### src/rtl/vga_capture_rx.sv
// VGA stream receiver: samples sync/RGB on pix_en, recovers pixel coordinates,
// measures line/frame timing and only emits pixels once two matching frames have locked.
module vga_capture_rx #(
  parameter logic SYNC_POL = 1'b0,
  parameter int   H_BP     = 48,
  parameter int   H_ACTIVE = 640,
  parameter int   V_BP     = 33,
  parameter int   V_ACTIVE = 480
) (
  input  logic        clk,
  input  logic        reset,
  input  logic        pix_en,
  input  logic        h_sync,
  input  logic        v_sync,
  input  logic [3:0]  in_r,
  input  logic [3:0]  in_g,
  input  logic [3:0]  in_b,
  output logic        pix_valid,
  output logic [9:0]  pix_x,
  output logic [9:0]  pix_y,
  output logic [3:0]  pix_r,
  output logic [3:0]  pix_g,
  output logic [3:0]  pix_b,
  output logic        frame_start,
  output logic        locked,
  output logic [11:0] line_len,
  output logic [10:0] frame_lines,
  output logic        sync_err
);

  typedef enum logic [1:0] {SEARCH, TRAIN, VERIFY, LOCKED} state_e;

  localparam logic [11:0] H_LO = 12'(H_BP);
  localparam logic [11:0] H_HI = 12'(H_BP + H_ACTIVE);
  localparam logic [10:0] V_LO = 11'(V_BP);
  localparam logic [10:0] V_HI = 11'(V_BP + V_ACTIVE);

  state_e      state_q, state_d;
  logic        hs_q, hs_d, vs_q, vs_d;
  logic [11:0] hcount_q, hcount_d, line_len_q, line_len_d, ref_len_q, ref_len_d;
  logic [10:0] vcount_q, vcount_d, frame_lines_q, frame_lines_d, ref_lines_q, ref_lines_d;
  logic [1:0]  hedge_q, hedge_d;
  logic        pix_valid_q, pix_valid_d, frame_start_q, frame_start_d;
  logic        locked_q, locked_d, sync_err_q, sync_err_d;
  logic [9:0]  pix_x_q, pix_x_d, pix_y_q, pix_y_d;
  logic [3:0]  pix_r_q, pix_r_d, pix_g_q, pix_g_d, pix_b_q, pix_b_d;

  logic        h_act, v_act, h_trail, v_trail, line_bad, frame_bad, active;
  logic [11:0] hcount_inc;
  logic [10:0] vcount_inc;

  always_comb begin
    h_act      = (h_sync == SYNC_POL);
    v_act      = (v_sync == SYNC_POL);
    h_trail    = pix_en && hs_q && !h_act;
    v_trail    = pix_en && vs_q && !v_act;
    hcount_inc = (hcount_q == 12'hFFF) ? hcount_q : hcount_q + 12'd1;
    vcount_inc = (vcount_q == 11'h7FF) ? vcount_q : vcount_q + 11'd1;

    state_d       = state_q;
    hs_d          = hs_q;
    vs_d          = vs_q;
    hcount_d      = hcount_q;
    vcount_d      = vcount_q;
    line_len_d    = line_len_q;
    frame_lines_d = frame_lines_q;
    ref_len_d     = ref_len_q;
    ref_lines_d   = ref_lines_q;
    hedge_d       = hedge_q;
    pix_valid_d   = 1'b0;
    frame_start_d = 1'b0;
    sync_err_d    = 1'b0;
    pix_x_d       = pix_x_q;
    pix_y_d       = pix_y_q;
    pix_r_d       = pix_r_q;
    pix_g_d       = pix_g_q;
    pix_b_d       = pix_b_q;
    line_bad      = 1'b0;
    frame_bad     = 1'b0;
    active        = 1'b0;

    if (pix_en) begin
      hs_d     = h_act;
      vs_d     = v_act;
      hcount_d = h_trail ? 12'd0 : hcount_inc;
      if (v_trail)      vcount_d = 11'd0;
      else if (h_trail) vcount_d = vcount_inc;
      if (h_trail) line_len_d    = hcount_inc;
      if (v_trail) frame_lines_d = vcount_inc;

      line_bad  = h_trail && (line_len_d != ref_len_q);
      frame_bad = v_trail && (frame_lines_d != ref_lines_q);

      unique case (state_q)
        SEARCH: if (v_trail) begin
          state_d = TRAIN;
          hedge_d = 2'd0;
        end
        TRAIN: begin
          // The first hsync edge in TRAIN closes a possibly partial line, so
          // the reference is taken from the second one.
          if (line_bad && hedge_q == 2'd2) begin
            state_d    = SEARCH;
            sync_err_d = 1'b1;
          end else begin
            if (h_trail && hedge_q == 2'd1) ref_len_d = line_len_d;
            if (h_trail && hedge_q != 2'd2) hedge_d = hedge_q + 2'd1;
            if (v_trail) begin
              if (hedge_q == 2'd2) begin
                ref_lines_d = frame_lines_d;
                state_d     = VERIFY;
              end else begin
                hedge_d = 2'd0;
              end
            end
          end
        end
        VERIFY: begin
          if (line_bad || frame_bad) begin
            state_d    = SEARCH;
            sync_err_d = 1'b1;
          end else if (v_trail) begin
            state_d = LOCKED;
          end
        end
        default: if (line_bad || frame_bad) begin
          state_d    = SEARCH;
          sync_err_d = 1'b1;
        end
      endcase

      active = (hcount_d >= H_LO) && (hcount_d < H_HI) &&
               (vcount_d >= V_LO) && (vcount_d < V_HI);
      if (active && state_d == LOCKED) begin
        pix_valid_d   = 1'b1;
        pix_x_d       = 10'(hcount_d - H_LO);
        pix_y_d       = 10'(vcount_d - V_LO);
        pix_r_d       = in_r;
        pix_g_d       = in_g;
        pix_b_d       = in_b;
        frame_start_d = (pix_x_d == 10'd0) && (pix_y_d == 10'd0);
      end
    end

    locked_d = (state_d == LOCKED);
  end

  always_ff @(posedge clk) begin
    if (reset) begin
      state_q       <= SEARCH;
      hs_q          <= 1'b0;
      vs_q          <= 1'b0;
      hcount_q      <= '0;
      vcount_q      <= '0;
      line_len_q    <= '0;
      frame_lines_q <= '0;
      ref_len_q     <= '0;
      ref_lines_q   <= '0;
      hedge_q       <= '0;
      pix_valid_q   <= 1'b0;
      frame_start_q <= 1'b0;
      locked_q      <= 1'b0;
      sync_err_q    <= 1'b0;
      pix_x_q       <= '0;
      pix_y_q       <= '0;
      pix_r_q       <= '0;
      pix_g_q       <= '0;
      pix_b_q       <= '0;
    end else begin
      state_q       <= state_d;
      hs_q          <= hs_d;
      vs_q          <= vs_d;
      hcount_q      <= hcount_d;
      vcount_q      <= vcount_d;
      line_len_q    <= line_len_d;
      frame_lines_q <= frame_lines_d;
      ref_len_q     <= ref_len_d;
      ref_lines_q   <= ref_lines_d;
      hedge_q       <= hedge_d;
      pix_valid_q   <= pix_valid_d;
      frame_start_q <= frame_start_d;
      locked_q      <= locked_d;
      sync_err_q    <= sync_err_d;
      pix_x_q       <= pix_x_d;
      pix_y_q       <= pix_y_d;
      pix_r_q       <= pix_r_d;
      pix_g_q       <= pix_g_d;
      pix_b_q       <= pix_b_d;
    end
  end

  assign pix_valid   = pix_valid_q;
  assign pix_x       = pix_x_q;
  assign pix_y       = pix_y_q;
  assign pix_r       = pix_r_q;
  assign pix_g       = pix_g_q;
  assign pix_b       = pix_b_q;
  assign frame_start = frame_start_q;
  assign locked      = locked_q;
  assign line_len    = line_len_q;
  assign frame_lines = frame_lines_q;
  assign sync_err    = sync_err_q;

endmodule

### config.mk
export PLATFORM = sky130hd
export DESIGN_NAME = vga_capture_rx
export DESIGN_NICKNAME = d
export VERILOG_FILES = /design/src/rtl/vga_capture_rx.sv
export SDC_FILE = /design/constraint.sdc
export NUM_CORES = 1
export LEC_CHECK = 0
export CAP_MARGIN = 20
export CELL_PAD_IN_SITES_DETAIL_PLACEMENT = 0
export CELL_PAD_IN_SITES_GLOBAL_PLACEMENT = 1
export CORE_ASPECT_RATIO = 1.4
export CORE_MARGIN = 4
export CORE_UTILIZATION = 45
export DETAILED_ROUTE_END_ITERATION = 8
export GPL_TIMING_DRIVEN = 0
export PLACE_DENSITY = 0.94
export SETUP_SLACK_MARGIN = 0.1
export SYNTH_ARGS = -nofsm -noshare
export SYNTH_HDL_FRONTEND = slang
export SYNTH_SLANG_ARGS = --single-unit
### constraint.sdc
create_clock -name clk -period 11.1 [get_ports clk]
set_input_delay 1.665 -clock clk [delete_from_list [all_inputs] [get_ports clk]]
set_output_delay 1.665 -clock clk [all_outputs]
set_load 0.05 [all_outputs]
==> results.toml, run 1 <==
[detailed_routing]
drc = 0
route.layer.met1.wl_um = 6990
ant_nets = 0
vias = 5577
routed_wire_length_per_instance_um = 18.9
drt_iter0_markers = 285
met2WireLength_um = 9490
route.met3.wl_um = 842
total_wirelength_um = 18200
detailed_router_iteration_count_before_antenna_repair = 6
routed.top_layer = "met4"
drt-vias-per-instance = 5.79

[timing]
highest_clock_rate_mhz = 168
period_needed_ns = 5.95
slew-limit-headroom_pct = 36.4
finalHoldViolCount = 0
final-setup-viol-count = 0
timing_worst_slew_pin_value_ns = 0.951
finalSetupTns_ns = 0
timing.clock.skew_ns = 0.00931
timing.final.crit_share_pct = 53.6
timing_max_transition_violations_final = 0
grt_setup_unrepaired = "no"

[finish]
num-fill-cells = 1191
multi_input_combinational_cell_area_sq_um = 3510
final_util_pct = 56.1
layout_common_cells = "111 x sky130_fd_sc_hd__dfxtp_1, 100 x sky130_fd_sc_hd__nor2_1, 75 x sky130_fd_sc_hd__clkdlybuf4s50_1"
final-seq-area_sq_um = 2220
n_antenna_cell = 0
syn_to_final_growth_pct = 21.0
nets = 805
post-route-cell-area_sq_um = 7250
layout_commonest_cell = "sky130_fd_sc_hd__dfxtp_1"
post_route_cells_drive_above_1_share_pct = 7.90

[power]
p_total_w = 0.000783
ir_drop_mv = 0.0695
p_int_w = 0.000584
power.share.clock_pct = 40.1
p_leak_nw = 2.50
power_density_nw_per_um2 = 108
share_comb_of_total_power_pct = 8.3
switchingPower_w = 0.000199
power.sequential.fraction_pct = 51.6
switching_share_pct = 25.4

[logic_synthesis]
netlist_area_sq_um = 5990
asyncSetResetFlopFracSynth_pct = 0
ys_dominant_reg_cell = "sky130_fd_sc_hd__dfxtp_1"
synth_seq_area_share_pct = 37.1
syn-instance-count = 694
synth-warning-count = 0
syn-num-nets = 719
synth.lib_cells_used.distinct = 69
synth-seq-cells = 111
number_of_synthesized_flops_with_an_enable_pin = 0
syn-mean-instance-area_sq_um = 8.64

[worst_hold_path]
min_path_cells = 2
worst_hold_path_type = "reg2reg"

[setup_path]
cp-end-kind = "flop"
cp.arrival_ns = 6.19
timing.critical_path.from_type = "input port"
crit_required_ns = 11.33
crit_fanout = 10
criticalPathCategory = "in2reg"
reg2reg_depth = 14

[grt]
grt_start_max_net_pins = 19
first_global_vias = 5667
overflow = 0
grt_first_pass_wirelength_um = 29000
global_route.usage.total_pct = 24.0
grt_antenna_before_repair = 0

[placed_design]
dp_hpwl_um = 13900
placement.io_buffers = 75
gp_congestion = 0.927
placed_cell_area_sq_um = 6970

[clocking]
post_cts_resize_count = 0
total_clock_sinks = 111
clk_pin_slew_ns = 0.07
clk_root_buffer_cell = "sky130_fd_sc_hd__clkbuf_16"
ctsHoldBuffers = 0
tritoncts = "yes"
cts_max_level = 3
clock_latency_ns = 0.36
postCtsSetupBuffers = 0
numCtsBuffers = 9
clockBufferDepth = 2

[floorplanning]
core_sq_um = 12900
top_level_ports = 76
fp-row-count = 49
die_height_um = 145
dieArea_sq_um = 15300
die_width_um = 106
starting_density_of_the_core_pct = 46.3

[run_status]
outcome = "complete, no violations"

[job]
maxCapViolCount = 0
==> worst paths after layout <==
path,start,endpoint,slack [ns]
min,pix_x[4],pix_x[4],0.48
min reg2reg,pix_x[4],pix_x[4],0.48
max,h_sync,pix_r[0],5.15
max reg2reg,hs_q,pix_r[0],6.61
==> layout make-up <==
type | instances | share of cell area [%]
flip-flops and latches | 111 | 30.6
clock inverters | 6 | 0.621
well taps | 178 | 3.07
clock buffers | 10 | 3.30
inverters | 11 | 0.569
multi-input cells | 525 | 48.5
repair buffers | 75 | 10.4
plain buffers | 47 | 2.98
==> metal layers <==
layer	up-vias	track usage (%)
li1	2674	-
met1	2668	25.9
met2	179	44.1
met3	56	3.97
met4	0	14.1
met5	-	0
==> power by group through the flow <==
| stage | clock [W] | combinational [W] | sequential [W] |
|---|---|---|---|
| 2_1_floorplan | 0 | 0.0000340 | 0.000418 |
| 3_3_place_gp | 0 | 0.0000637 | 0.000413 |
| 3_5_place_dp | 0 | 0.0000644 | 0.000414 |
| 4_1_cts | 0.000321 | 0.0000647 | 0.000404 |
| 5_1_grt | 0.000334 | 0.0000695 | 0.000405 |
| 6_report | 0.000314 | 0.0000652 | 0.000404 |
==> Yosys cell counts, types with 8 or more instances <==
cell type	number	share of area, %
sky130_fd_sc_hd__a211oi_1	10	1.3
sky130_fd_sc_hd__a21oi_1	27	2.3
sky130_fd_sc_hd__a31oi_1	9	0.94
sky130_fd_sc_hd__and3_1	9	0.94
sky130_fd_sc_hd__buf_2	9	0.75
sky130_fd_sc_hd__clkbuf_1	27	1.7
sky130_fd_sc_hd__dfxtp_1	111	37
sky130_fd_sc_hd__ha_1	8	1.7
sky130_fd_sc_hd__inv_1	10	0.63
sky130_fd_sc_hd__mux2_2	14	2.6
sky130_fd_sc_hd__mux2i_1	47	7.8
sky130_fd_sc_hd__nand2_1	42	2.6
sky130_fd_sc_hd__nand2b_1	9	0.94
sky130_fd_sc_hd__nand3_1	20	1.7
sky130_fd_sc_hd__nand3b_1	14	1.8
sky130_fd_sc_hd__nand4_1	12	1.3
sky130_fd_sc_hd__nor2_1	100	6.3
sky130_fd_sc_hd__nor2b_1	19	2.0
sky130_fd_sc_hd__nor3_1	17	1.4
sky130_fd_sc_hd__nor4_1	8	0.83
sky130_fd_sc_hd__o21ai_0	21	1.8
sky130_fd_sc_hd__o31ai_1	16	2.0
sky130_fd_sc_hd__xnor2_1	27	3.9
sky130_fd_sc_hd__xor2_1	13	1.9
==> logic make-up (layout without fill, tap and decap cells) <==
family / Yosys count / after routing / share of synthesized area, %
AOI/OAI and AO/OA: 134 / 134 / 16.1
xor gates and xnor gates: 40 / 40 / 5.84
adders and majority gates: 8 / 8 / 1.67
buffers and inverters: 58 / 149 / 4.30
DFF: 111 / 111 / 37.1
muxes: 61 / 61 / 10.5
and+or+nand+nor: 282 / 282 / 24.6
==> through the flow <==
| step | setup WS, ns | instances | hold WS [ns] |
|---|---|---|---|
| 2_1_floorplan | 6.47 | 694 | 0.467 |
| 3_3_place_gp | 4.80 | 947 | 0.469 |
| 3_5_place_dp | 4.79 | 947 | 0.473 |
| 4_1_cts | 5.16 | 963 | 0.486 |
| 5_1_grt | 4.87 | 963 | 0.518 |
| 6_report | 5.15 | 963 | 0.483 |
==> registers in the layout, indices dropped and copies added (netlist names), 4 cells and up <==
signal       cells
vcount_q        11
ref_lines_q     11
pix_x           10
hcount_q        12
pix_b            4
pix_r            4
pix_g            4
line_len        12
pix_y           10
ref_len_q       12
frame_lines     11
==> critical path: stages <==
cell	delay [ns]
sky130_fd_sc_hd__clkdlybuf4s50_1	0.66
sky130_fd_sc_hd__and3_1	0.23
sky130_fd_sc_hd__buf_4	0.22
sky130_fd_sc_hd__buf_2	0.29
sky130_fd_sc_hd__buf_1	0.53
sky130_fd_sc_hd__clkbuf_1	0.51
sky130_fd_sc_hd__nor2_1	0.15
sky130_fd_sc_hd__ha_1	0.32
sky130_fd_sc_hd__o211a_1	0.25
sky130_fd_sc_hd__o21ai_0	0.13
sky130_fd_sc_hd__o311ai_0	0.22
sky130_fd_sc_hd__a221oi_4	0.49
sky130_fd_sc_hd__buf_6	0.25
sky130_fd_sc_hd__mux2i_1	0.21
sky130_fd_sc_hd__nor2_1	0.06
No activity file was read; power rests on OpenSTA's default activity.
==> run 2: changes to the inputs <==
CORE_UTILIZATION = 38   (was 45)
PLACE_DENSITY = 0.85   (was 0.94)
clock period = 5 ns   (was 11.1 ns; I/O delays follow)
==> run 2 against run 1 <==
Register-to-register slack got worse by 5.6 ns. Worst hold slack worse by 0.0037 ns. Die area grew 17%. Sequential power rose by 120%. Total power up 130%. Combinational power up 120%. Count of clock-buffer cells in the layout is 1 higher. Wire length fell by 0.51%. First-iteration DRC count shrank 11%. Core utilization fell by 8.9 points. Cell count is 2.1% higher. Critical path depth is 2 higher.
==> results.toml, run 2 (same netlist as run 1, synthesis figures left out) <==
[run_status]
outcome = "complete, no violations"

[power]
p_int_w = 0.00136
power.share.clock_pct = 42.4
switching_share_pct = 24.7
switchingPower_w = 0.000447
p_leak_nw = 2.54
share_comb_of_total_power_pct = 7.9
power.sequential.fraction_pct = 49.6
ir_drop_mv = 0.156
power_density_nw_per_um2 = 247

[grt]
grt_antenna_before_repair = 0
grt_first_pass_wirelength_um = 28400
overflow = 0
first_global_vias = 5342
global_route.usage.total_pct = 20.0
grt_start_max_net_pins = 20

[detailed_routing]
total_wirelength_um = 18100
routed_wire_length_per_instance_um = 18.4
detailed_router_iteration_count_before_antenna_repair = 4
ant_nets = 0
drc = 0
vias = 5500
drt_iter0_markers = 253
drt-vias-per-instance = 5.60

[timing]
period_needed_ns = 4.62
timing_max_transition_violations_final = 0
timing.final.crit_share_pct = 92.5
finalHoldViolCount = 0
highest_clock_rate_mhz = 216
slew-limit-headroom_pct = 40.2
finalSetupTns_ns = 0
grt_setup_unrepaired = "no"
timing_worst_slew_pin_value_ns = 0.895
final-setup-viol-count = 0
timing.clock.skew_ns = 0.0133

[floorplanning]
core_sq_um = 15500
starting_density_of_the_core_pct = 38.6
die_height_um = 157
top_level_ports = 76
fp-row-count = 54
die_width_um = 114
dieArea_sq_um = 17900

[setup_path]
regToRegSetupSlack_ns = 1.02
criticalPathCategory = "in2reg"
reg2reg_depth = 15
crit_fanout = 10
timing.critical_path.from_type = "input port"
cp-end-kind = "flop"
cp.arrival_ns = 4.85
crit_required_ns = 5.22

[placed_design]
dp_hpwl_um = 13700
gp_congestion = 0.931
placed_cell_area_sq_um = 6990
placement.io_buffers = 75

[finish]
nets = 807
layout_commonest_cell = "sky130_fd_sc_hd__dfxtp_1"
layout_common_cells = "111 x sky130_fd_sc_hd__dfxtp_1, 100 x sky130_fd_sc_hd__nor2_1, 75 x sky130_fd_sc_hd__clkdlybuf4s50_1"
n_antenna_cell = 0
post_route_cells_drive_above_1_share_pct = 8.51
syn_to_final_growth_pct = 22.3
num-fill-cells = 1548
post-route-cell-area_sq_um = 7330

[worst_hold_path]
min_path_cells = 2
worst_hold_path_type = "reg2reg"

[clocking]
ctsHoldBuffers = 0
numCtsBuffers = 9
cts_max_level = 3
clock_latency_ns = 0.36
clk_pin_slew_ns = 0.08
clockBufferDepth = 2
clk_root_buffer_cell = "sky130_fd_sc_hd__clkbuf_16"
tritoncts = "yes"
total_clock_sinks = 111

[job]
maxCapViolCount = 0
## run 2: cell type report
class / count / area [sq um] / share of cell area, %
inverter: 11 / 41.3 / 0.563
clock buffer: 11 / 253 / 3.45
clock inverter: 5 / 63.8 / 0.871
buffer: 46 / 215 / 2.94
sequential: 111 / 2220 / 30.3
tap: 196 / 245 / 3.35
multi-input combinational: 525 / 3510 / 48.0
timing repair buffer: 78 / 773 / 10.6
## run 2: repair_timing
item                       4_1_cts  5_1_grt
setup endpoints to repair       31       25
gates resized for setup          1        2
pin swaps                        0        1
buffers inserted                 0        3
## run 2: final timing paths
kind                   end  startpoint
setup reg to reg  pix_x[9]        hs_q
hold / removal    pix_x[4]    pix_x[4]
setup / recovery  pix_x[9]      pix_en
hold reg to reg   pix_x[4]    pix_x[4]
## run 2: critical path, stage by stage
cell and delay (ns):
sky130_fd_sc_hd__clkdlybuf4s50_1 0.52, sky130_fd_sc_hd__buf_2 0.25, sky130_fd_sc_hd__nand3_2 0.29, sky130_fd_sc_hd__clkbuf_1 0.37, sky130_fd_sc_hd__clkbuf_2 0.34, sky130_fd_sc_hd__nor2_1 0.24
sky130_fd_sc_hd__mux2_2 0.36, sky130_fd_sc_hd__nand2_1 0.14, sky130_fd_sc_hd__ha_1 0.20, sky130_fd_sc_hd__nor2_1 0.05, sky130_fd_sc_hd__a41oi_1 0.21, sky130_fd_sc_hd__o21ai_0 0.16
sky130_fd_sc_hd__a221oi_4 0.33, sky130_fd_sc_hd__buf_4 0.20, sky130_fd_sc_hd__buf_6 0.17, sky130_fd_sc_hd__mux2i_1 0.21, sky130_fd_sc_hd__nor2_1 0.05
## run 2: layer usage
metal / wire (um) / vias up / global-route usage, %
met4: 756 / 0 / 9.79
met5: 0 / - / 0
met1: 7170 / 2630 / 23.2
li1: - / 2691 / -
met2: 9680 / 136 / 36.4
met3: 522 / 43 / 1.86
## run 2: through the flow
step	total power, W	hold WS (ns)	utilization, %	instances	setup WS, ns
final	0.00181	0.479	47.2	983	0.377
after global routing	0.00186	0.504	47.2	983	0.153
after CTS	0.00182	0.484	47.0	980	0.301
after detailed placement	0.00106	0.472	45.0	965	-0.453
after global placement	0.00106	0.469	45.0	965	-0.473
after floorplan	0.00100	0.467	-	694	1.29
## run 2: power by group through the flow
| stage | registers, W | logic (W) | clock network, W |
|---|---|---|---|
| after floorplan | 0.000929 | 0.0000756 | 0 |
| after global placement | 0.000918 | 0.000143 | 0 |
| after detailed placement | 0.000918 | 0.000143 | 0 |
| after CTS | 0.000897 | 0.000143 | 0.000779 |
| after global routing | 0.000898 | 0.000154 | 0.000810 |
| final | 0.000897 | 0.000143 | 0.000768 |
==> run 3: changes to the inputs <==
==> constraint.sdc (replaced) <==
create_clock -name clk -period 5 [get_ports clk]
set_input_delay 1 -clock clk [delete_from_list [all_inputs] [get_ports clk]]
set_output_delay 1 -clock clk [all_outputs]
set_load 0.05 [all_outputs]
==> run 3 against run 2 <==
Global-route usage barely moved. Critical endpoint unchanged. Die area stayed put. Via count shrank 0.35%. Combinational power about the same.
==> results.toml, run 3 (same netlist as run 1, synthesis figures left out) <==
[run_status]
outcome = "complete, no violations"

[placed_design]
placement.io_buffers = 75
place_worst_setup_slack_ns = -0.703
gp_congestion = 0.931
placed_cells = 965
dp_hpwl_um = 13700

[setup_path]
cp.arrival_ns = 4.88
criticalPathCategory = "in2reg"
cp-endpoint = "pix_x[9]"
crit_required_ns = 5.23
startpoint_of_the_worst_register_to_register_path = "hcount_q[1]"
cp_slowest_stage_delay_ns = 0.53
crit_fanout = 10
critPathMostFrequentCell = "sky130_fd_sc_hd__nor2_1"
worstReg2RegEnd = "ref_lines_q[7]"
critPathLaunch = "pix_en"
worstPathCellList = "clkdlybuf4s50_1 > buf_2 > nand3_4 > clkbuf_2 > clkbuf_2 > nor2_1 > mux2_2 > nand2_1 > ha_1 > nor2_1 > a41oi_1 > o21ai_0 > a221oi_4 > buf_12 > buf_6 > mux2i_1 > nor2_1"
timing.critical_path.from_type = "input port"
reg2reg_depth = 13
critical_path.slowest_cell = "sky130_fd_sc_hd__clkdlybuf4s50_1"
regToRegSetupSlack_ns = 1.10
cp-end-kind = "flop"

[grt]
overflow = 0
grt_antenna_before_repair = 0
grt_start_max_net_pins = 20
first_global_vias = 5356
global_route.usage.total_pct = 20.0
grt_first_pass_wirelength_um = 28400

[timing]
period_needed_ns = 4.65
final-setup-viol-count = 0
timing_max_transition_violations_final = 0
timing.final.crit_share_pct = 93.1
timing_worst_slew_pin_value_ns = 0.838
slew-limit-headroom_pct = 44.0
timing.clock.skew_ns = 0.0140
highest_clock_rate_mhz = 215
grt_setup_unrepaired = "no"
finalHoldViolCount = 0
hold_ws_ns = 0.478
postLayoutSetupSlackWorst_ns = 0.346

[finish]
layout_common_cells = "111 x sky130_fd_sc_hd__dfxtp_1, 100 x sky130_fd_sc_hd__nor2_1, 75 x sky130_fd_sc_hd__clkdlybuf4s50_1"
num-fill-cells = 1544
n_antenna_cell = 0
final_util_pct = 47.2
nets = 805
final-seq-area_sq_um = 2220
multi_input_combinational_cell_area_sq_um = 3520
final_cells = 981
layout_commonest_cell = "sky130_fd_sc_hd__dfxtp_1"
post_route_cells_drive_above_1_share_pct = 8.41
syn_to_final_growth_pct = 22.4

[clocking]
clockBufferDepth = 2
cts_max_level = 3
clk_root_buffer_cell = "sky130_fd_sc_hd__clkbuf_16"
total_clock_sinks = 111
clock_latency_ns = 0.36
tritoncts = "yes"
clk_pin_slew_ns = 0.08
numCtsBuffers = 9

[detailed_routing]
detailed_router_iteration_count_before_antenna_repair = 5
total_wirelength_um = 18000
drt_iter0_markers = 229
drc = 0
drt-vias-per-instance = 5.59
ant_nets = 0
vias = 5481
routed_wire_length_per_instance_um = 18.3

[power]
ir_drop_mv = 0.156
p_leak_nw = 2.53
power_density_nw_per_um2 = 246
p_total_w = 0.00181

[floorplanning]
fp-row-count = 54
die_height_um = 157
top_level_ports = 76
die_width_um = 114
starting_density_of_the_core_pct = 38.6
dieArea_sq_um = 17900
core_sq_um = 15500

[job]
maxCapViolCount = 0

[worst_hold_path]
worst_hold_path_type = "reg2reg"
## run 3: worst min-delay path by stage
stage,cells past startpoint,end,from,slack [ns]
floorplan,2,hedge_q[0],hedge_q[0],0.47
global placement,2,pix_x[4],pix_x[4],0.47
detailed placement,2,pix_x[4],pix_x[4],0.47
CTS,2,pix_x[4],pix_x[4],0.48
global route,2,pix_x[4],pix_x[4],0.50
finish,2,pix_x[4],pix_x[4],0.48
## run 3: layout make-up
type,instances,area share [%]
Buffer,45,2.88
Clock buffer,11,3.44
Clock inverter,5,0.870
Inverter,11,0.563
Multi-Input combinational cell,525,48.0
Sequential cell,111,30.3
Tap cell,196,3.34
Timing Repair Buffer,77,10.6
## run 3: through the flow
| stage | setup TNS [ns] | area [sq um] |
|---|---|---|
| after detailed placement | -22.21 | 6990 |
| after floorplan | 0 | 5990 |
| after global placement | -23.27 | 6990 |
| final | 0 | 7340 |
| after CTS | 0 | 7330 |
| after global routing | 0 | 7340 |
## run 3: routing by layer
layer / share of wire (%) / track usage [%] / up-vias / routed length, um
li1: - / - / 2678 / -
met1: 39 / 23.1 / 2641 / 7070
met2: 53 / 36.5 / 119 / 9580
met3: 3.0 / 1.86 / 43 / 535
met4: 4.4 / 9.79 / 0 / 782
met5: 0 / 0 / - / 0
## run 3: where the power goes
part	switching (W)	internal, W
combinational	0.0000916	0.0000517
clock	0.000345	0.000420
sequential	0.00000779	0.000890
## run 3: critical path, delay by kind of cell
| kind | cells | cell delay (ns) |
|---|---|---|
| multiplexers | 2 | 0.57 |
| AND/OR/NAND/NOR | 5 | 0.69 |
| buffers and inverters | 6 | 1.71 |
| AO/OA/AOI/OAI | 3 | 0.71 |
| adder cells (fa/ha/maj) | 1 | 0.20 |
## run 3: repair_timing
item                                    CTS  global route
pin swaps                                 1             0
gates resized for setup                   1             5
setup buffers                             2             0
endpoints found under the setup margin   34            32
hold buffers                              0             0
